===== config.mk =====
export PLATFORM = sky130hd
export DESIGN_NAME = tpu_skew_feed_ctrl
export DESIGN_NICKNAME = d
export VERILOG_FILES = /design/src/rtl/tpu_skew_feed_ctrl.sv
export SDC_FILE = /design/constraint.sdc
export NUM_CORES = 1
export LEC_CHECK = 0
export CAP_MARGIN = 10
export CORE_ASPECT_RATIO = 1.4
export CORE_MARGIN = 10
export CORE_UTILIZATION = 50
export DETAILED_ROUTE_END_ITERATION = 10
export PLACE_DENSITY = 0.93
export SLEW_MARGIN = 5
export SYNTH_ARGS = -nofsm -noshare
export SYNTH_HDL_FRONTEND = slang
export SYNTH_SLANG_ARGS = --single-unit

===== constraint.sdc =====
create_clock -name clk -period 2.6 [get_ports clk]
set_input_delay 0.65 -clock clk [delete_from_list [all_inputs] [get_ports clk]]
set_output_delay 0.65 -clock clk [all_outputs]
set_load 0.02 [all_outputs]

===== src/rtl/tpu_skew_feed_ctrl.sv =====
// Operand tile feeder: issues DEPTH row reads from the operand buffer, then skews the
// rows so that lane k reaches the systolic array k cycles after lane 0.
module tpu_skew_feed_ctrl #(
  parameter int unsigned DATA_WIDTH = 18,
  parameter int unsigned LANES      = 4,
  parameter int unsigned DEPTH      = 8,
  parameter int unsigned ADDR_WIDTH = 3
) (
  input  logic                          clk,
  input  logic                          reset,
  input  logic                          start,
  input  logic                          hold,
  output logic                          busy,
  output logic                          done,
  output logic                          rd_en,
  output logic [ADDR_WIDTH-1:0]         rd_addr,
  input  logic [LANES*DATA_WIDTH-1:0]   rd_data,
  output logic [LANES*DATA_WIDTH-1:0]   out_data,
  output logic [LANES-1:0]              out_valid
);

  localparam int unsigned DCW = $clog2(LANES + 1);

  typedef enum logic [1:0] {
    IDLE  = 2'd0,
    FETCH = 2'd1,
    DRAIN = 2'd2
  } state_t;

  state_t          state;
  logic [DCW-1:0]  drain_cnt;
  logic            rd_pend;

  // Read strobe follows hold in the same cycle so a stalled row keeps its address.
  assign rd_en = (state == FETCH) && !hold;

  // Tile sequencer; rd_addr doubles as the issued-row counter and wraps to 0 after the last row.
  always_ff @(posedge clk) begin
    if (reset) begin
      state     <= IDLE;
      busy      <= 1'b0;
      done      <= 1'b0;
      rd_addr   <= '0;
      drain_cnt <= '0;
    end else begin
      done <= 1'b0;
      case (state)
        IDLE: begin
          if (start) begin
            state   <= FETCH;
            busy    <= 1'b1;
            rd_addr <= '0;
          end
        end
        FETCH: begin
          if (!hold) begin
            if (rd_addr == ADDR_WIDTH'(DEPTH - 1)) begin
              rd_addr   <= '0;
              drain_cnt <= '0;
              state     <= DRAIN;
            end else begin
              rd_addr <= rd_addr + ADDR_WIDTH'(1);
            end
          end
        end
        DRAIN: begin
          if (drain_cnt == DCW'(LANES)) begin
            state <= IDLE;
            busy  <= 1'b0;
            done  <= 1'b1;
          end else begin
            drain_cnt <= drain_cnt + DCW'(1);
          end
        end
        default: begin
          state <= IDLE;
          busy  <= 1'b0;
        end
      endcase
    end
  end

  // Buffer returns data one cycle after the strobe; this tags that cycle as valid.
  always_ff @(posedge clk) begin
    if (reset) rd_pend <= 1'b0;
    else       rd_pend <= rd_en;
  end

  // Per-lane delay chains: stage 0 captures the row (zeroed when not valid), lane k adds k stages.
  for (genvar k = 0; k < LANES; k++) begin : g_lane
    logic [k:0]            v;
    logic [DATA_WIDTH-1:0] d [k+1];

    always_ff @(posedge clk) begin
      if (reset) begin
        v <= '0;
        for (int j = 0; j <= k; j++) d[j] <= '0;
      end else begin
        v[0] <= rd_pend;
        d[0] <= rd_pend ? rd_data[k*DATA_WIDTH +: DATA_WIDTH] : '0;
        for (int j = 1; j <= k; j++) begin
          v[j] <= v[j-1];
          d[j] <= d[j-1];
        end
      end
    end

    assign out_valid[k]                          = v[k];
    assign out_data[k*DATA_WIDTH +: DATA_WIDTH]  = d[k];
  end

endmodule


; Word level (Yosys, flattened, before mapping)
; Memories as Yosys holds them, arrays and structs flattened.
; Index checks and enable logic that the tools add are counted.
[word_totals]
register_bits = 21
inputBits = 76
output_inout_bits = 82
ramBits = 180
word_cells = 82
memories = 4
[memory_table]
columns = name, words, word_bits, rd, rd_ports_with_merged_regs, write_ports, line_no
row1 = g_lane[3].d, 4, 18, 4, 0, 4, 92  ; logic [DATA_WIDTH-1:0] d [k+1];
row2 = g_lane[2].d, 3, 18, 3, 0, 3, 92
row3 = g_lane[1].d, 2, 18, 2, 0, 2, 92
row4 = g_lane[0].d, 1, 18, 1, 0, 1, 92
[op_classes]
n_reduce_logical = 11
bitwise = 11
add_sub_neg = 2
muxes = 35
n_eq_ne = 9
[ops]
columns = cell, n
row1 = $mux W18, 14
row2 = $mux W3, 6
row3 = $reduce_or A18 Y1, 1
row4 = $pmux W3 S2, 2
row5 = $or A1 B1 Y1, 9
row6 = $mux W2, 4
row7 = $ne A2 B2 Y1 const B, 4
row8 = $reduce_and A4 Y1, 2
row9 = $mux W1, 7
row10 = $add A3 B1 Y3 const B, 2
row11 = $eq A3 B3 Y1 const B, 2
row12 = $pmux W2 S3, 1
row13 = $reduce_and A3 Y1, 2
row14 = $reduce_bool A2 Y1, 2
row15 = $pmux W1 S3, 1
row16 = $eq A2 B1 Y1 const B, 1
row17 = $eq A2 B2 Y1 const B, 1
row18 = $logic_not A2 Y1, 1
row19 = $ne A2 B1 Y1 const B, 1
row20 = $not A1 Y1, 2
row21 = $reduce_or A2 Y1, 1
row22 = $logic_and A1 B1 Y1, 1
row23 = $logic_not A1 Y1, 1

; Longest topological paths before layout
; Gate-level depths: netlist (run 1).
[depth]
word_depth = 4
mapped_depth = 5
depth_no_buf = 5

; Least setup slack after synthesis (run 1)
; No wires, ideal clock.
[synth_path]
kind = input to output
startpoint = input hold
endpoint = output rd_en
arrival_time_ps = 943
n_path_buf = 0
setup_slack_ps = 1007
t_required_ps = 1950
path_stages = 1
cell_sequence = nor2_1
[synth_via]
elab_chain_cells = 2
[synth_rtl]
columns = item, line_no
row1 = from (decl), 12  ; input logic hold,
row2 = $logic_not A1 Y1, n/a
row3 = $logic_and A1 B1 Y1, 35  ; assign rd_en = (state == FETCH) && !hold;
row4 = to (decl), 15  ; output logic rd_en,
; No other way between the ends.

; Worst setup path after layout (run 1)
[layout_path]
startpoint = register state[0]
endpoint = output rd_en
[layout_via]
elab_chain_cells = 2
[layout_rtl]
columns = item, line_no
row1 = from (decl), 30  ; state_t state;
row2 = from (signal assigned), 40  ; state <= IDLE;
row3 = from (signal assigned), 50  ; state <= FETCH;
row4 = from (signal assigned), 60  ; state <= DRAIN;
row5 = $eq A2 B1 Y1, 35
row6 = $logic_and A1 B1 Y1, 35
; No other way between the ends.

==> metrics.yaml, run 1 <==
clock_network:
  cts_root_buf: "clkbuf_16"
  cts.sink_count: 195
  cts-buffers-inserted: 17
  clk_pin_slew_ps: 70
  post_cts_buffers: 0
  cts_tree: "done"
  ctsResizeCount: 0
  insertion_delay_ps: 420
  clk_path_buf_depth: 2
  cts_hold_buffers: 0
  htreeDepth: 4
die:
  ios: 158
  start_util: 0.506
  core_um2: 11300
  die-area_um2: 16200
  die_x_um: 110
  dieHeight_um: 146
  row_count: 46
synthesis:
  synth_area_um2: 5710
  yosysWarnings: 0
  synth.distinct_cells: 30
  synth_seq_area_share: 0.683
  synth_cells: 481
  syn-num-nets: 561
  ys_seq_elements: 195
  synth_area_per_cell_um2: 11.9
worst_setup_path:
  start_kind: "flop"
  worstPathRequired_ps: 1950
  r2r-start: "rd_addr[0]$_SDFFE_PP0P_"
  arrival_ps: 1870
  r2r-end: "rd_addr[0]$_SDFFE_PP0P_"
  crit_path_end_kind: "output port"
  r2r_slack_ps: 1070
  cp_max_fo: 8
  worst-r2r-cell-count: 5
  criticalPathCategory: "reg -> out"
sta:
  fmax_mhz: 398
  setup_viol: 0
  min_period_ps: 2520
  hold_viol: 0
  slew_viol_final: 0
  tns_ps: 0
  period_share: 0.967
  slew_headroom: 0.689
  tightest_slew_ps: 466
  rsz0062_at_grt: "false"
  worst_clock_skew_ps: 8.54
power_and_ir_drop:
  internal_power_mw: 4.54
  p_switching_mw: 1.28
  ir_drop_uv: 556
  comb_power_share: 0.038
  seqPwrFrac: 0.519
  power_mw: 5.82
  p_clk_frac: 0.442
  powerDensity_nw_per_um2: 750
  sw_frac_of_total: 0.220
  p_leak_nw: 3.03
run:
  maxCapViolCount: 0
worst_hold_path:
  hold_start: "g_lane[3].d[2][16]$_SDFF_PP0_"
  hold_path_class: "reg -> reg"
  hold_depth: 1
  min_to: "g_lane[3].d[3][16]$_SDFF_PP0_"
routing:
  vias: 3349
  vias_per_cell: 4.41
  drt_iter0_markers: 71
  wirelength_um: 11200
  firstDrtPassIters: 4
  antenna_left: 0
  wire_per_inst_um: 14.8
  drc: 0
layout:
  syn_to_final_growth_pct: 35.9
  antennaDiodeCount: 0
  nets: 683
  drive_gt1_frac: 0.0682
global_routing:
  grt_usage: 0.139
  grt_overflow: 0
  grt_pass1_wl_um: 17500
  first_global_vias: 3596
  grt_max_degree: 111
  antenna_found_initial: 0
placed_design:
  place.gp.congestion: 0.776
  dpl.hpwl_um: 8330
  io_buffers: 157
status:
  status: "finished, final reports clean"
==> final cells by class <==
| class | instances | area, um^2 |
|---|---|---|
| Clock buffer | 17 | 425 |
| Fill cell | 795 | 3520 |
| Tap cell | 144 | 180 |
| Multi-Input combinational cell | 225 | 1440 |
| Inverter | 3 | 11.3 |
| Sequential cell | 195 | 3900 |
| Timing Repair Buffer | 161 | 1610 |
| Clock inverter | 15 | 185 |
==> flip-flops by register name (all words and copies together) (netlist names) <==
register	count
busy	1
done	1
drain_cnt	3
g_lane.d	180
g_lane.v	4
rd_addr	3
rd_pend	1
state	2
==> cells in the final DEF, fill, tap and decap left out, drive strengths merged, types with 4 or more instances in the layout <==
cell type | synthesis | layout
and2 | 74 | 74
buf | 40 | 5
inv | 3 | 9
o21ai | 4 | 4
dfxtp | 195 | 195
ha | 4 | 4
nor2b | 113 | 113
clkdlybuf4s50 | 0 | 156
clkinv | 0 | 6
clkbuf | 18 | 17
a21oi | 5 | 5
==> power groups by stage <==
| stage | registers [mW] | logic (mW) | clock network [mW] |
|---|---|---|---|
| after global routing | 3.03 | 0.243 | 2.75 |
| after detailed placement | 3.09 | 0.226 | 0 |
| after CTS | 3.02 | 0.228 | 2.62 |
| after floorplan | 3.10 | 0.0691 | 0 |
| final | 3.02 | 0.224 | 2.58 |
| after global placement | 3.09 | 0.219 | 0 |
==> how the worst max path moves through the flow <==
stage               slack (ps)     to                   from  cells past startpoint
global placement           150  rd_en                   hold                      3
global route                 7  rd_en  state[0]$_SDFFE_PP0P_                      3
CTS                         70  rd_en  state[0]$_SDFFE_PP0P_                      3
finish                      80  rd_en  state[0]$_SDFFE_PP0P_                      3
detailed placement         130  rd_en                   hold                      3
floorplan                 1010  rd_en                   hold                      1
==> synth_stat cells (all sizes together) <==
library cell	number	area, um^2
nand3	1	5.00
ha	4	50.1
and2	74	464
o21bai	2	15.0
buf	40	293
nor2b	113	707
o21a	1	7.51
clkbuf	18	67.6
nand2b	1	8.76
or2b	1	7.51
a211oi	1	7.51
a21oi	5	25.0
dfxtp	195	3900
nor3	3	15.0
or4b	3	30.0
a31oi	1	6.26
o31ai	1	7.51
o21ai	4	20.0
nor2	3	11.3
nand4bb	1	11.3
inv	3	11.3
nand2	2	7.51
and2b	1	8.76
o211ai	1	7.51
or4	1	7.51
nand4	1	6.26
==> logic make-up after synthesis <==
kind of cell / after synthesis / synth area share
AND/OR/NAND/NOR: 205 / 0.226
adder cells (fa/ha/maj): 4 / 0.00876
buffers and inverters: 61 / 0.0651
flip-flops: 195 / 0.683
AO/OA/AOI/OAI: 16 / 0.0169
==> layer usage <==
layer / global-route usage / wire, um / vias up
met3: 0.0722 / 1140 / 19
met5: 0 / 0 / -
met1: 0.126 / 3900 / 1518
li1: - / - / 1688
met4: 0.0593 / 277 / 0
met2: 0.249 / 5940 / 124
==> worst max-delay path, cell delays in order, from the launching register on <==
cell and delay [ps]:
dfxtp_1 450, or2b_1 280, nor2_1 110, clkdlybuf4s50_1 620
==> metrics by stage <==
| step | cell area [um^2] | cells | hold slack (ps) | utilization | worst slack, ps |
|---|---|---|---|---|---|
| 2_1_floorplan | 5710 | 481 | 414 | - | 1010 |
| 3_5_place_dp | 7150 | 728 | 420 | 0.634 | 126 |
| 6_report | 7760 | 760 | 435 | 0.688 | 84.6 |
| 4_1_cts | 7760 | 760 | 436 | 0.688 | 66.1 |
| 3_3_place_gp | 7150 | 728 | 416 | 0.634 | 146 |
| 5_1_grt | 7760 | 760 | 455 | 0.688 | 6.50 |
Power figures use the tool's default switching activity.
==> run 2: changes to the inputs <==
--- a/config.mk
+++ b/config.mk
@@ -6,7 +6,7 @@
 export NUM_CORES = 1
 export LEC_CHECK = 0
 export CAP_MARGIN = 10
-export CORE_ASPECT_RATIO = 1.4
+export CORE_ASPECT_RATIO = 1.2
 export CORE_MARGIN = 10
 export CORE_UTILIZATION = 50
 export DETAILED_ROUTE_END_ITERATION = 10
==> metrics.yaml, run 2 (synthesized netlist as in run 1, its figures left out) <==
clock_network:
  htreeDepth: 4  # unchanged
  clk_pin_slew_ps: 80  # about the same
  cts-buffers-inserted: 17  # unchanged
  cts_tree: "done"
  cts.sink_count: 195  # unchanged
  insertion_delay_ps: 420  # about the same
  clk_path_buf_depth: 2  # unchanged
  cts_hold_buffers: 0  # unchanged
  cts_root_buf: "clkbuf_16"
worst_setup_path:
  r2r_slack_ps: 1090  # +20 ps
  cpPeakStageDelay_ps: 620  # about the same
  worstPathRequired_ps: 1950  # about the same
  start_kind: "flop"
  cpMaxStageDelayCell: "clkdlybuf4s50_1"
  cp_max_fo: 10  # +2
  crit_path_end_kind: "output port"
  criticalPathCategory: "reg -> out"
  critical_path.cell_chain: "or2b_1 > nor2_1 > clkdlybuf4s50_1"
  arrival_ps: 1820  # -50 ps
  cp_top_family: "buffers and inverters"
  crit_buf_inv: 1  # unchanged
routing:
  vias: 3296  # -1.6%
  vias_per_cell: 4.28  # -2.9%
  firstDrtPassIters: 4  # unchanged
  wirelength_um: 10900  # -2.9%
  wire_per_inst_um: 14.2  # -4.1%
  antenna_left: 0  # unchanged
  drc: 0  # unchanged
  drt_iter0_markers: 127  # +79%
die:
  die_x_um: 118  # +6.6%
  die-area_um2: 16100  # -0.26%
  dieHeight_um: 137  # -6.4%
  core_um2: 11100  # -1.7%
  start_util: 0.515  # +0.00880
  row_count: 42  # -8.7%
  ios: 158  # unchanged
layout:
  antennaDiodeCount: 0  # unchanged
  layout_commonest_cell: "dfxtp_1"
  largest_reg_flops: 180  # unchanged
  nets: 683  # unchanged
  top_regs: "g_lane.d x180, g_lane.v x4"
  final_cell_mix: "dfxtp_1, clkdlybuf4s50_1, nor2b_1, and2_1, clkbuf_16"
  drive_gt1_frac: 0.0698  # +0.00162
  final_core_util: 0.702  # +0.0144
  top_register: "g_lane.d"
  syn_to_final_growth_pct: 36.4
sta:
  rsz0062_at_grt: "false"
  tightest_slew_ps: 563  # +97.0 ps
  min_period_ps: 2470  # -49.6 ps
  hold_viol: 0  # unchanged
  tns_ps: 0  # unchanged
  worst_clock_skew_ps: 12.3  # +3.81 ps
  slew_viol_final: 0  # unchanged
  period_share: 0.948  # -0.0191
  slew_headroom: 0.625  # -0.0647
  fmax_mhz: 406  # +2.0%
  setup_viol: 0  # unchanged
worst_hold_path:
  hold_path_class: "reg -> reg"
power_and_ir_drop:
  p_leak_nw: 3.05  # +0.42%
  ir_drop_uv: 408  # -26%
  powerDensity_nw_per_um2: 767  # +2.2%
global_routing:
  met1_usage: 0.125  # -0.000981
  first_global_vias: 3471  # -3.5%
  met2_usage: 0.238  # -0.0107
  grt_busiest_layer: "met2"
  grt_overflow: 0  # unchanged
  grt_pass1_wl_um: 17200  # -1.6%
  grt_max_degree: 74  # -33%
  gr-usage-met3: 0.0767  # +0.00442
  antenna_found_initial: 0  # unchanged
  grt_usage: 0.134  # -0.00512
status:
  status: "finished, final reports clean"
placed_design:
  place.gp.congestion: 0.709  # -8.6%
  dpl.hpwl_um: 8050  # -3.4%
  io_buffers: 157  # unchanged
run:
  maxCapViolCount: 0  # unchanged
==> run 2: worst reg2reg max path, cell delays in order, from the launching register on <==
cell and delay, ps:
dfxtp_1 340, ha_1 210, ha_1 220, nor2_1 90
or4b_1 430, a21oi_1 150
==> run 2: final cells by class <==
type	count	area [um^2]
clock buffer	17	425
clock inverter	15	211
fill	781	3300
inverter	3	11.3
multi-input combinational	225	1440
sequential	195	3910
tap	154	193
timing repair buffer	161	1600
==> run 2: power breakdown <==
part	total [mW]	internal (mW)	switching, mW
clock network	2.73	1.56	1.16
logic	0.221	0.141	0.0808
registers	3.02	3.01	0.0105
==> run 2: path summary, 6_finish.rpt <==
check | startpoint | endpoint | depth (start not counted)
worst min-delay path | g_lane[3].d[2][9]$_SDFF_PP0_ | g_lane[3].d[3][9]$_SDFF_PP0_ | 1
worst max-delay path | state[1]$_SDFFE_PP0P_ | rd_en | 3
worst min register to register | g_lane[3].d[2][9]$_SDFF_PP0_ | g_lane[3].d[3][9]$_SDFF_PP0_ | 1
worst max register to register | rd_addr[0]$_SDFFE_PP0P_ | rd_addr[0]$_SDFFE_PP0P_ | 5
==> run 2: timing repair <==
item	CTS	global route
gates resized for setup	0	1
buffers inserted	0	0
endpoints found under the hold margin	0	0
setup endpoints to repair	0	1
==> run 2: per-layer routing <==
metal	part of all wire	up-vias
li1	-	1689
met3	0.091	21
met1	0.36	1464
met2	0.52	122
met4	0.023	0
met5	0	-
==> run 2: per-stage QoR <==
stage	power (mW)	setup slack (ps)	instance area [um^2]	hold slack (ps)	std cells
after floorplan	3.17	1010	5710	414	481
after detailed placement	3.32	141	7150	420	738
after CTS	6.03	61.7	7790	432	770
after global routing	6.17	75.3	7790	454	770
after global placement	3.31	135	7150	417	738
final	5.97	134	7790	433	770
